$ cat src/rtl/square_ctrl_if.sv
// Host register port between the bus slot and square_ctrl.
// Single-cycle write strobe with no stall; reads are combinational on rd_addr.
// Ports: wr_en/wr_addr/wr_data carry writes; rd_addr selects the register; rd_data returns it.
interface square_ctrl_if;
    logic        wr_en;
    logic [2:0]  wr_addr;
    logic [31:0] wr_data;
    logic [2:0]  rd_addr;
    logic [31:0] rd_data;

    modport master (output wr_en, wr_addr, wr_data, rd_addr, input rd_data);
    modport slave  (input wr_en, wr_addr, wr_data, rd_addr, output rd_data);
endinterface

$ cat src/rtl/square_ctrl.sv
// Host-side controller for one 16x16 square sprite: register file, origin motion, RAM loader.
// Latency: register writes land on the next clk edge; fills start one cycle after the command.
// Backpressure: none; a fill command while the loader is busy is dropped, never queued.
// Ports: clk/reset (sync, active-high); x/y scan position; host register bus (slave modport);
//        x0/y0/ctrl/color to the sprite source; we/addr_w/pixel_in sprite RAM write; busy.
module square_ctrl #(
    parameter int ADDR  = 10,
    parameter int H_MAX = 640,
    parameter int V_MAX = 480,
    parameter int SIZE  = 16
) (
    input  logic              clk,
    input  logic              reset,
    input  logic [10:0]       x,
    input  logic [10:0]       y,
    square_ctrl_if.slave      host,
    output logic [10:0]       x0,
    output logic [10:0]       y0,
    output logic [4:0]        ctrl,
    output logic [11:0]       color,
    output logic              we,
    output logic [ADDR-1:0]   addr_w,
    output logic [1:0]        pixel_in,
    output logic              busy
);

    localparam logic [10:0] X_LIM = 11'(H_MAX - SIZE);
    localparam logic [10:0] Y_LIM = 11'(V_MAX - SIZE);

    typedef enum logic [1:0] {IDLE, FILL, DONE} state_t;

    state_t      state_q, state_d;
    logic        move_en;
    logic [3:0]  dx, dy;
    logic [10:0] px, py;
    logic [7:0]  c;
    logic [1:0]  mode_q, sid_q;
    logic        tick;
    logic        fill_cmd;
    logic [11:0] nx, ny;

    // -dx, except -8 which has no 4-bit positive counterpart and saturates to +7.
    function automatic logic [3:0] neg_sat(input logic [3:0] v);
        return (v == 4'b1000) ? 4'b0111 : (~v + 4'd1);
    endfunction

    // One pulse on entering (0,0); holding there does not retrigger.
    assign tick     = (x == 11'd0) && (y == 11'd0) && !((px == 11'd0) && (py == 11'd0));
    assign fill_cmd = host.wr_en && (host.wr_addr == 3'd5);

    // Origin is never above 624, so a 12-bit sum keeps bit 11 as the sign.
    assign nx = {1'b0, x0} + {{8{dx[3]}}, dx};
    assign ny = {1'b0, y0} + {{8{dy[3]}}, dy};

    always_ff @(posedge clk) begin
        if (reset) begin
            move_en <= 1'b0;
            ctrl    <= '0;
            x0      <= '0;
            y0      <= '0;
            dx      <= '0;
            dy      <= '0;
            color   <= '0;
            px      <= '0;
            py      <= '0;
        end else begin
            px <= x;
            py <= y;
            if (tick && move_en) begin
                if (nx[11]) begin
                    x0 <= '0;
                    dx <= neg_sat(dx);
                end else if (nx[10:0] > X_LIM) begin
                    x0 <= X_LIM;
                    dx <= neg_sat(dx);
                end else begin
                    x0 <= nx[10:0];
                end
                if (ny[11]) begin
                    y0 <= '0;
                    dy <= neg_sat(dy);
                end else if (ny[10:0] > Y_LIM) begin
                    y0 <= Y_LIM;
                    dy <= neg_sat(dy);
                end else begin
                    y0 <= ny[10:0];
                end
            end
            // Placed after motion so a host write in the tick cycle overrides it.
            if (host.wr_en) begin
                case (host.wr_addr)
                    3'd0: begin
                        move_en <= host.wr_data[5];
                        ctrl    <= host.wr_data[4:0];
                    end
                    3'd1: x0 <= (host.wr_data > 32'(X_LIM)) ? X_LIM : host.wr_data[10:0];
                    3'd2: y0 <= (host.wr_data > 32'(Y_LIM)) ? Y_LIM : host.wr_data[10:0];
                    3'd3: begin
                        dx <= host.wr_data[3:0];
                        dy <= host.wr_data[7:4];
                    end
                    3'd4: color <= host.wr_data[11:0];
                    default: ;
                endcase
            end
        end
    end

    // Loader state register plus its counter and latched command.
    always_ff @(posedge clk) begin
        if (reset) begin
            state_q <= IDLE;
            c       <= '0;
            mode_q  <= '0;
            sid_q   <= '0;
        end else begin
            state_q <= state_d;
            if (state_q == IDLE && fill_cmd) begin
                mode_q <= host.wr_data[3:2];
                sid_q  <= host.wr_data[1:0];
                c      <= '0;
            end else if (state_q == FILL) begin
                c <= c + 8'd1;
            end
        end
    end

    always_comb begin
        state_d  = state_q;
        we       = 1'b0;
        addr_w   = '0;
        pixel_in = 2'd0;
        busy     = (state_q != IDLE);
        unique case (state_q)
            IDLE: if (fill_cmd) state_d = FILL;
            FILL: begin
                we          = 1'b1;
                addr_w[9:0] = {sid_q, c};
                unique case (mode_q)
                    2'd0: pixel_in = 2'd2;
                    2'd1: pixel_in = (c[7:4] == 4'd0 || c[7:4] == 4'd15 ||
                                      c[3:0] == 4'd0 || c[3:0] == 4'd15) ? 2'd3 : 2'd2;
                    2'd2: pixel_in = 2'd0;
                    default: pixel_in = (c[4] ^ c[0]) ? 2'd2 : 2'd1;
                endcase
                if (c == 8'd255) state_d = DONE;
            end
            DONE: state_d = IDLE;
            default: state_d = IDLE;
        endcase
    end

    always_comb begin
        host.rd_data = '0;
        case (host.rd_addr)
            3'd0: host.rd_data = {26'd0, move_en, ctrl};
            3'd1: host.rd_data = {21'd0, x0};
            3'd2: host.rd_data = {21'd0, y0};
            3'd3: host.rd_data = {24'd0, dy, dx};
            3'd4: host.rd_data = {20'd0, color};
            3'd6: host.rd_data = {31'd0, busy};
            default: host.rd_data = '0;
        endcase
    end

endmodule
$ cat src/flat_wrapper.sv
// flat-port wrapper written by rule: the top's interface ports become plain ports
module square_ctrl_flat 
#(
    parameter int ADDR  = 10,
    parameter int H_MAX = 640,
    parameter int V_MAX = 480,
    parameter int SIZE  = 16
)
  (clk, reset, x, y, x0, y0, ctrl, color, we, addr_w, pixel_in, busy, host_wr_en, host_wr_addr, host_wr_data, host_rd_addr, host_rd_data);
  square_ctrl_if host_i ();
  input  logic clk;
  input  logic reset;
  input  logic [10:0] x;
  input  logic [10:0] y;
  output logic [10:0] x0;
  output logic [10:0] y0;
  output logic [4:0] ctrl;
  output logic [11:0] color;
  output logic we;
  output logic [ADDR-1:0] addr_w;
  output logic [1:0] pixel_in;
  output logic busy;
  input wire logic [$bits(host_i.wr_en)-1:0] host_wr_en;
  input wire logic [$bits(host_i.wr_addr)-1:0] host_wr_addr;
  input wire logic [$bits(host_i.wr_data)-1:0] host_wr_data;
  input wire logic [$bits(host_i.rd_addr)-1:0] host_rd_addr;
  output wire logic [$bits(host_i.rd_data)-1:0] host_rd_data;
  assign host_i.wr_en = host_wr_en;
  assign host_i.wr_addr = host_wr_addr;
  assign host_i.wr_data = host_wr_data;
  assign host_i.rd_addr = host_rd_addr;
  assign host_rd_data = host_i.rd_data;
  square_ctrl #(.ADDR(ADDR), .H_MAX(H_MAX), .V_MAX(V_MAX), .SIZE(SIZE)) u_core (.clk(clk), .reset(reset), .x(x), .y(y), .host(host_i), .x0(x0), .y0(y0), .ctrl(ctrl), .color(color), .we(we), .addr_w(addr_w), .pixel_in(pixel_in), .busy(busy));
endmodule
$ cat config.mk
export PLATFORM = sky130hd
export DESIGN_NAME = square_ctrl_flat
export DESIGN_NICKNAME = d
export VERILOG_FILES = /design/src/rtl/square_ctrl_if.sv /design/src/rtl/square_ctrl.sv /design/src/flat_wrapper.sv
export SDC_FILE = /design/constraint.sdc
export NUM_CORES = 1
export LEC_CHECK = 0
export BUFFER_PORTS_ARGS = -buffer_cell sky130_fd_sc_hd__buf_4
export CORE_ASPECT_RATIO = 1.1
export CORE_MARGIN = 2
export CORE_UTILIZATION = 55
export CTS_CLUSTER_DIAMETER = 40
export DETAILED_ROUTE_END_ITERATION = 10
export PLACE_DENSITY = 0.85
export SETUP_SLACK_MARGIN = 0.02
export SLEW_MARGIN = 20
export SYNTH_ARGS = -nofsm -noshare
export SYNTH_HDL_FRONTEND = slang
export SYNTH_SLANG_ARGS = --single-unit
export TNS_END_PERCENT = 20
$ cat constraint.sdc
create_clock -name clk -period 7.4 [get_ports clk]
set_clock_uncertainty 0.2 [all_clocks]
set_input_delay 0.74 -clock clk [delete_from_list [all_inputs] [get_ports clk]]
set_output_delay 0.74 -clock clk [all_outputs]
set_load 0.005 [all_outputs]
# [Word-level counts from Yosys, hierarchy flattened]
# Cells that the tools add are included.
# W data, S select, Z words.
[word_totals] in_bits=63 reg_bits=84 wordCells=104 output_inout_bits=85
[op_classes] n_mux=34 n_bitwise=3 add_sub_neg=5 n_reduce_logical=25 eq_ne=20 order_cmp=4
[ops] operator="$mux W11" n=12
[ops] operator="$pmux W12 S6" n=1
[ops] operator="$mux W4" n=12
[ops] operator="$logic_not A11 Y1" n=4
[ops] operator="$gt A32 B10 Y1 const B" n=1
[ops] operator="$gt A32 B9 Y1 const B" n=1
[ops] operator="$add A11 B12 Y12" n=2
[ops] operator="$eq A4 B4 Y1 const B" n=4
[ops] operator="$eq A3 B2 Y1 const B" n=4
[ops] operator="$eq A3 B3 Y1 const B" n=4
[ops] operator="$gt A11 B10 Y1 const B" n=1
[ops] operator="$gt A11 B9 Y1 const B" n=1
[ops] operator="$mux W10" n=1
[ops] operator="$add A4 B1 Y4 const B" n=2
[ops] operator="$add A8 B1 Y8 const B" n=1
[ops] operator="$eq A8 B8 Y1 const B" n=1
[ops] operator="$logic_not A4 Y1" n=2
[ops] operator="$mux W2" n=4
[ops] operator="$not A4 Y4" n=2
[ops] operator="$eq A3 B1 Y1 const B" n=2
[ops] operator="$logic_and A1 B1 Y1" n=6
[ops] operator="$logic_not A3 Y1" n=2
[ops] operator="$pmux W2 S3" n=1
[ops] operator="$reduce_and A2 Y1" n=3
[ops] operator="other kinds (12)" n=17

# [Logic depth before layout (Yosys ltp)]
# Gate-level depths: netlist of the first run.
[depth] word_depth=8 ltp_mapped=10

# [Worst setup path before layout of the first run]
# OpenSTA, ideal clock, no wires.
[synth_timing] kind="flip-flop to flip-flop" start="register u_core.y0[0]" end="register u_core.y0[5]" synth_period_minus_slack_ns=3.426 setup_ns=0.066 path_stages_with_launch=11 slack_ns=3.974 t_arrival_ns=3.160 path_buffers=0 path_cell_list="dfxtp_1 ha_1 fa_1 a21o_1 a221oi_2 nor3_1 or4_4 and4_4 a2111oi_4 or3b_1 a21oi_2"
[synth_between] elab_chain_cells=7
[synth_lines] element="start: declaration" line_no="square_ctrl.sv:18" source="output logic [10:0] y0,"
[synth_lines] element="start signal: assignment" line_no="square_ctrl.sv:86" source="y0 <= ny[10:0];"
[synth_lines] element="start signal: assignment" line_no="square_ctrl.sv:97" source="3'd2: y0 <= (host.wr_data > 32'(Y_LIM)) ? Y_LIM : host.wr_data[10:0];"
[synth_lines] element="$add A11 B12 Y12 *" line_no="square_ctrl.sv:53" source="assign ny = {1'b0, y0} + {{8{dy[3]}}, dy};"
[synth_lines] element="$gt A11 B9 Y1" line_no="square_ctrl.sv:82" source="end else if (ny[10:0] > Y_LIM) begin"
[synth_lines] element="$mux W11" line_no="square_ctrl.sv:82"
[synth_lines] element="$mux W11 *" line_no="square_ctrl.sv:79" source="if (ny[11]) begin"
[synth_lines] element="$mux W11 *" line_no="square_ctrl.sv:69" source="if (tick && move_en) begin"
[synth_lines] element="$mux W11" line_no="square_ctrl.sv:91" source="case (host.wr_addr)"
[synth_lines] element="$mux W11 *" line_no="square_ctrl.sv:90" source="if (host.wr_en) begin"
# Mark *: on every way between the ends. The rest lies on a longest branch, timed or not.
# A chain may end at the register's enable or synchronous reset.

# [Final worst setup path of the first run]
[layout_timing] start="register u_core.dy[3]" end="register u_core.y0[5]"
[layout_between] elab_chain_cells=7
[layout_lines] element="start: declaration" line_no="square_ctrl.sv:34" source="logic [3:0] dx, dy;"
[layout_lines] element="start signal: assignment" line_no="square_ctrl.sv:81" source="dy <= neg_sat(dy);"
[layout_lines] element="start signal: assignment" line_no="square_ctrl.sv:84" source="dy <= neg_sat(dy);"
[layout_lines] element="start signal: assignment" line_no="square_ctrl.sv:100" source="dy <= host.wr_data[7:4];"
[layout_lines] element="$add A11 B12 Y12 *" line_no="square_ctrl.sv:53"
[layout_lines] element="$gt A11 B9 Y1" line_no="square_ctrl.sv:82"
[layout_lines] element="$mux W11" line_no="square_ctrl.sv:82"
[layout_lines] element="$mux W11 *" line_no="square_ctrl.sv:79"
[layout_lines] element="$mux W11 *" line_no="square_ctrl.sv:69"
[layout_lines] element="$mux W11" line_no="square_ctrl.sv:91"
[layout_lines] element="$mux W11 *" line_no="square_ctrl.sv:90"
# Marks and branches as above.

==> results.json, run 1 <==
{
  "regToRegSetupSlack_ns": 3.49,
  "tns_ns": 0,
  "synthAdderAreaFrac_pct": 6.67,
  "ys_async_sr_fraction_pct": 0,
  "required_ns": 7.51,
  "route.met2.wl_um": 8110,
  "grt_setup_unrepaired": "no",
  "post-route-drc-count": 0,
  "maxSlewViolCount": 0,
  "min_period_over_period_pct": 52.9,
  "muxShareOfSynthArea_pct": 4.70,
  "cts_tree": "done",
  "fmax_mhz": 255,
  "setup.worst_path.start_class": "flip-flop",
  "n_antenna_cell": 0,
  "cts-htree-levels": 3,
  "hold_path_depth": 2,
  "cts_sinks": 84,
  "worst-r2r-cell-count": 9,
  "vias_per_cell": 6.20,
  "drt-pass1-iter-count": 5,
  "post_cts_buffers": 0,
  "place_area_sq_um": 6390,
  "gr-usage-all-layers_pct": 29.9,
  "cp_top_family": "simple AND/OR/NAND/NOR gates",
  "clock_latency_ns": 0.38,
  "gp_congestion": 0.929,
  "finalCriticalPeriod_ns": 3.91,
  "synth_ff_type": "dfxtp_1",
  "worstPathArrival_ns": 4.02,
  "critical_path_class": "reg2reg",
  "synthToLayoutAreaGrowth_pct": 20.8,
  "finalPower_mw": 0.995,
  "yosysSeqAreaShare_pct": 30.7,
  "synth_edf_count": 0,
  "yosys_warnings": 0,
  "antenna_found_initial": 0,
  "synthXorXnorAreaFrac_pct": 3.52,
  "wirelength_um": 16700,
  "port_buffers": 127,
  "grt_pass1_wl_um": 25900,
  "vdd_drop_max_uv": 91.6,
  "crit_slowest_cell": "dfxtp_1",
  "coreArea_sq_um": 9790,
  "synth_seq_cells": 84,
  "ctsResizeCount": 0,
  "cts_root_buf": "clkbuf_8",
  "post_drt_wl_per_cell_um": 18.3,
  "highest_layer": "met4",
  "synthDistinctLibCells": 78,
  "critPathBufInv": 0,
  "setup_viol": 0,
  "vias": 5640,
  "dr_wl_met3_um": 1130,
  "antenna_left": 0,
  "cp.depth": 9,
  "m1WireLength_um": 6650,
  "cts_buffers": 9,
  "rows": 38,
  "die_h_um": 109,
  "setup.worst_path.end_class": "flip-flop",
  "fp.dieW_um": 99.2,
  "max_stage_delay_ns": 0.74,
  "die_area_sq_um": 10800,
  "power_density_nw_per_um2": 150,
  "synth_top_family_by_area": "simple AND/OR/NAND/NOR gates",
  "crit_fanout": 16,
  "synth_area_sq_um": 5480,
  "status": "finished, final reports clean",
  "hold_path.class": "reg2reg",
  "start_util_pct": 55.9,
  "maxCapViolations": 0,
  "hold_buffers": 0,
  "seqCellArea_sq_um": 1680,
  "num-fill-cells": 790,
  "post-dp-hpwl_um": 12600,
  "p_leak_nw": 2.86,
  "grt_pass1_vias": 5267,
  "grt_start_max_net_pins": 68,
  "yosys.area_share.simple_pct": 26.5,
  "layout.nets": 875,
  "cts.clk_slew.worst_paths_ns": 0.09,
  "grt_overflow_total": 0,
  "multi_input_area_sq_um": 3560,
  "synth-compound-area-share_pct": 21.9,
  "hold_viol_final": 0,
  "floorplan.io_pins": 148,
  "synth.avg_cell_area_sq_um": 8.07,
  "cts_max_path_buffers": 2,
  "critical_path.cell_chain": "ha_1 > a21o_1 > a221oi_2 > nor3_1 > or4_4 > and4_4 > a2111oi_4 > or3b_1 > a21oi_2",
  "layout_common_cells": "buf_4, dfxtp_1, nor2_1, nand2_1, a21oi_1",
  "drive_above_1_share_pct": 20.8,
  "layout_commonest_cell": "buf_4",
  "relSlewSlack_pct": 45.5,
  "worst_slew_pin_slew_ns": 0.815,
  "synthCells": 679,
  "drtIter0Drc": 500,
  "fin_area_sq_um": 6620
}
cells by family (layout without fill, tap and decap cells):
kind of cell / count (synthesis) / in the layout
AND/OR/NAND/NOR: 284 / 284
AO/OA/AOI/OAI: 170 / 170
flip-flops: 84 / 84
buffers and inverters: 66 / 157
adder cells (fa/ha/maj): 28 / 28
multiplexers: 24 / 24
XOR/XNOR: 22 / 22
other: 1 / 20
through the flow:
step,hold slack [ns],util [%],setup slack [ns],cells
after floorplan,0.255,-,3.97,698
after global routing,0.299,67.6,3.28,909
after global placement,0.263,65.3,3.69,893
after detailed placement,0.264,65.3,3.54,893
final,0.276,67.6,3.49,909
after CTS,0.277,67.5,3.51,909
state kept, by name, summed over array words and instances (netlist names):
register / cells
u_core.c: 8
u_core.py: 11
u_core.dy: 4
u_core.sid_q: 2
u_core.x0: 11
u_core.dx: 4
u_core.color: 12
u_core.px: 11
u_core.ctrl: 5
u_core.y0: 11
u_core.move_en: 1
u_core.mode_q: 2
u_core.state_q: 2
power by group:
part	internal [mW]	total [mW]	leakage, nW	switching [mW]
clock network	0.194	0.372	0.105	0.179
registers	0.466	0.479	0.685	0.0137
logic	0.0654	0.143	2.07	0.0781
final timing paths:
| check | startpoint | end |
|---|---|---|
| setup / recovery | u_core.dy[3] | u_core.y0[5] |
| hold / removal | u_core.color[9] | u_core.color[9] |
| setup reg to reg | u_core.dy[3] | u_core.y0[5] |
| hold reg to reg | u_core.color[9] | u_core.color[9] |
Yosys cell counts, types with 11 or more instances:
cell | number | area, sq um
inv_1 | 13 | 48.8
ha_1 | 26 | 325
xor2_1 | 12 | 105
nor2b_1 | 34 | 213
nor3_1 | 17 | 85.1
nor2_1 | 69 | 259
mux2i_1 | 19 | 190
a21oi_1 | 52 | 260
o21ai_0 | 17 | 85.1
nand4_1 | 11 | 68.8
dfxtp_1 | 84 | 1680
nand2_1 | 65 | 244
nand3_1 | 16 | 80.1
and2_1 | 11 | 68.8
buf_4 | 20 | 150
nor4_1 | 16 | 100
clkbuf_1 | 31 | 116
per-layer routing:
layer | vias to the layer above | GRT usage, %
met1 | 2668 | 36.5
met3 | 63 | 3.59
li1 | 2655 | -
met5 | - | 0
met2 | 254 | 51.9
met4 | 0 | 15.5
worst reg2reg max path: cells and delay by family (launching register included):
family                   cells  cell delay [ns]
AO/OA/AOI/OAI                4             1.22
adder cells (fa/ha/maj)      1             0.42
flip-flops                   1             0.74
AND/OR/NAND/NOR              4             1.28
final cells by class:
| class | count | area share, % |
|---|---|---|
| multi-input cells | 548 | 53.7 |
| flip-flops and latches | 84 | 25.4 |
| repair buffers | 128 | 14.5 |
| well taps | 120 | 2.27 |
| clock buffers | 10 | 1.93 |
| clock inverters | 6 | 1.44 |
| inverters | 13 | 0.737 |
No activity file was read; power rests on OpenSTA's default activity.
==> inputs of run 2 (changes only) <==
--- a/config.mk
+++ b/config.mk
@@ -8,10 +8,10 @@
 export BUFFER_PORTS_ARGS = -buffer_cell sky130_fd_sc_hd__buf_4
 export CORE_ASPECT_RATIO = 1.1
 export CORE_MARGIN = 2
-export CORE_UTILIZATION = 55
+export CORE_UTILIZATION = 48
 export CTS_CLUSTER_DIAMETER = 40
 export DETAILED_ROUTE_END_ITERATION = 10
-export PLACE_DENSITY = 0.85
+export PLACE_DENSITY = 0.79
 export SETUP_SLACK_MARGIN = 0.02
 export SLEW_MARGIN = 20
 export SYNTH_ARGS = -nofsm -noshare
==> constraint.sdc (replaced) <==
create_clock -name clk -period 3.3 [get_ports clk]
set_clock_uncertainty 0.2 [all_clocks]
set_input_delay 0.33 -clock clk [delete_from_list [all_inputs] [get_ports clk]]
set_output_delay 0.33 -clock clk [all_outputs]
set_load 0.005 [all_outputs]
==> results.json, run 2 (same netlist as run 1, synthesis figures left out) <==
{
  "num-fill-cells": 919,
  "rows": 40,
  "antenna_found_initial": 0,
  "r2r-end": "u_core.y0[5]",
  "post_drt_wl_per_cell_um": 18.2,
  "maxCapViolations": 0,
  "gp_congestion": 0.950,
  "largest_reg_flops": 12,
  "place_inst": 970,
  "relSlewSlack_pct": 35.2,
  "regToRegSetupSlack_ns": 0.06,
  "worst-r2r-cell-count": 10,
  "p_leak_nw": 3.17,
  "multi_input_area_sq_um": 3610,
  "gr-usage-all-layers_pct": 28.6,
  "seqCellArea_sq_um": 1690,
  "grt_pass1_wl_um": 28100,
  "vias": 5861,
  "port_buffers": 127,
  "seqPwrFrac_pct": 43.4,
  "power_density_nw_per_um2": 342,
  "setup.worst_path.end_class": "flip-flop",
  "cts_sinks": 84,
  "drive_above_1_share_pct": 27.0,
  "min_period_over_period_pct": 98.2,
  "p_int_mw": 1.81,
  "top_register": "u_core.color",
  "pwr-share-clk_pct": 42.1,
  "cts.clk_slew.worst_paths_ns": 0.07,
  "hold_buffers": 0,
  "cts-htree-levels": 3,
  "wirelength_um": 18000,
  "fp.dieW_um": 106,
  "cts_root_buf": "clkbuf_16",
  "layout_commonest_cell": "buf_4",
  "drt-pass1-iter-count": 5,
  "status": "finished, final reports clean",
  "grt_overflow_total": 0,
  "holdPathEnd": "u_core.py[2]",
  "netSwitchingFraction_pct": 26.5,
  "tns_ns": 0,
  "cts_max_path_buffers": 2,
  "post-route-drc-count": 0,
  "holdWs_ns": 0.0224,
  "r2r_start": "u_core.y0[0]",
  "n_antenna_cell": 0,
  "worst_slew_pin_slew_ns": 0.965,
  "required_ns": 3.37,
  "floorplan.io_pins": 148,
  "grt_setup_unrepaired": "yes",
  "vdd_drop_max_uv": 286,
  "hold_path_depth": 2,
  "fin_area_sq_um": 7180,
  "die_h_um": 116,
  "coreArea_sq_um": 11000,
  "hp-start": "y[2]",
  "place_area_sq_um": 6810,
  "layoutNonFillerInstCount": 988,
  "setup_viol": 0,
  "layout.nets": 927,
  "antenna_left": 0,
  "hold_viol_final": 0,
  "maxSlewViolCount": 0,
  "grt_start_max_net_pins": 68,
  "setup.worst_path.start_class": "flip-flop",
  "cts_tree": "done",
  "fin_util_pct": 65.2,
  "switchingPower_mw": 0.651,
  "crit_fanout": 3,
  "clock_latency_ns": 0.34,
  "vias_per_cell": 5.93,
  "worstPathArrival_ns": 3.31,
  "fmax_mhz": 309,
  "synthToLayoutAreaGrowth_pct": 31.1,
  "start_util_pct": 49.8,
  "post-dp-hpwl_um": 13900,
  "finalCriticalPeriod_ns": 3.24,
  "drtIter0Drc": 532,
  "layout_common_cells": "buf_4, dfxtp_1, nor2_1, nand2_1, a21oi_1",
  "grt_pass1_vias": 5657,
  "hold_path.class": "in2reg",
  "critical_path_class": "reg2reg",
  "cts_buffers": 9,
  "die_area_sq_um": 12300,
  "p_comb_share_pct": 14.5
}
-- run 2: changes by cell type in the layout (fill, tap and decap cells not counted), sizes merged --
| cell | previous run | this run |
|---|---|---|
| clkinvlp | 2 | 1 |
| clkinv | 0 | 2 |
| inv | 15 | 16 |
| buf | 128 | 180 |
| clkbuf | 10 | 9 |
| bufinv | 2 | 1 |
-- run 2: worst max-delay path, stage by stage, from the launching register on --
cell	delay (ns)
dfxtp_1	0.32
ha_2	0.20
fa_2	0.37
a21o_1	0.21
a221oi_4	0.29
nor3_1	0.08
or4_4	0.54
and4_4	0.22
a2111oi_4	0.22
or3b_4	0.42
a21oi_2	0.11
-- run 2: routing by layer --
metal  wire length (um)  track usage [%]
met1               6910             34.0
met2               8940             49.9
met3               1460             5.74
met4                694             13.1
met5                  0                0
-- run 2: power groups by stage --
| stage | Clock (mW) | Sequential (mW) | Combinational, mW |
|---|---|---|---|
| 6_report | 1.03 | 1.07 | 0.357 |
| 5_1_grt | 1.10 | 1.07 | 0.385 |
| 4_1_cts | 1.04 | 1.07 | 0.349 |
| 3_5_place_dp | 0 | 1.09 | 0.346 |
| 3_3_place_gp | 0 | 1.09 | 0.338 |
| 2_1_floorplan | 0 | 1.09 | 0.192 |
-- run 2: final cells by class --
class	count	share of cell area, %
well taps	147	2.56
multi-input cells	548	50.2
inverters	13	0.679
flip-flops and latches	84	23.5
clock buffers	9	3.14
repair buffers	180	18.8
clock inverters	7	1.11
-- run 2: through the flow --
stage,setup slack [ns],power [mW]
floorplan,0.0207,1.28
global placement,0.0725,1.43
detailed placement,-0.00366,1.44
CTS,0.0289,2.46
global route,-0.0337,2.55
finish,0.0608,2.46
-- run 2: worst max path at each step --
stage,depth (start not counted),from,end
6_report,10,u_core.y0[0],u_core.y0[5]
3_5_place_dp,11,u_core.y0[0],u_core.dy[1]
5_1_grt,10,u_core.y0[0],u_core.y0[5]
3_3_place_gp,10,u_core.y0[0],u_core.y0[5]
2_1_floorplan,10,u_core.y0[0],u_core.dy[3]
4_1_cts,11,u_core.dx[0],u_core.dx[2]
-- run 2: what timing repair did --
item                       in CTS  in global routing
resized for setup               2                 13
setup buffers                   0                  2
pin swaps                       0                  3
setup endpoints to repair       3                 18
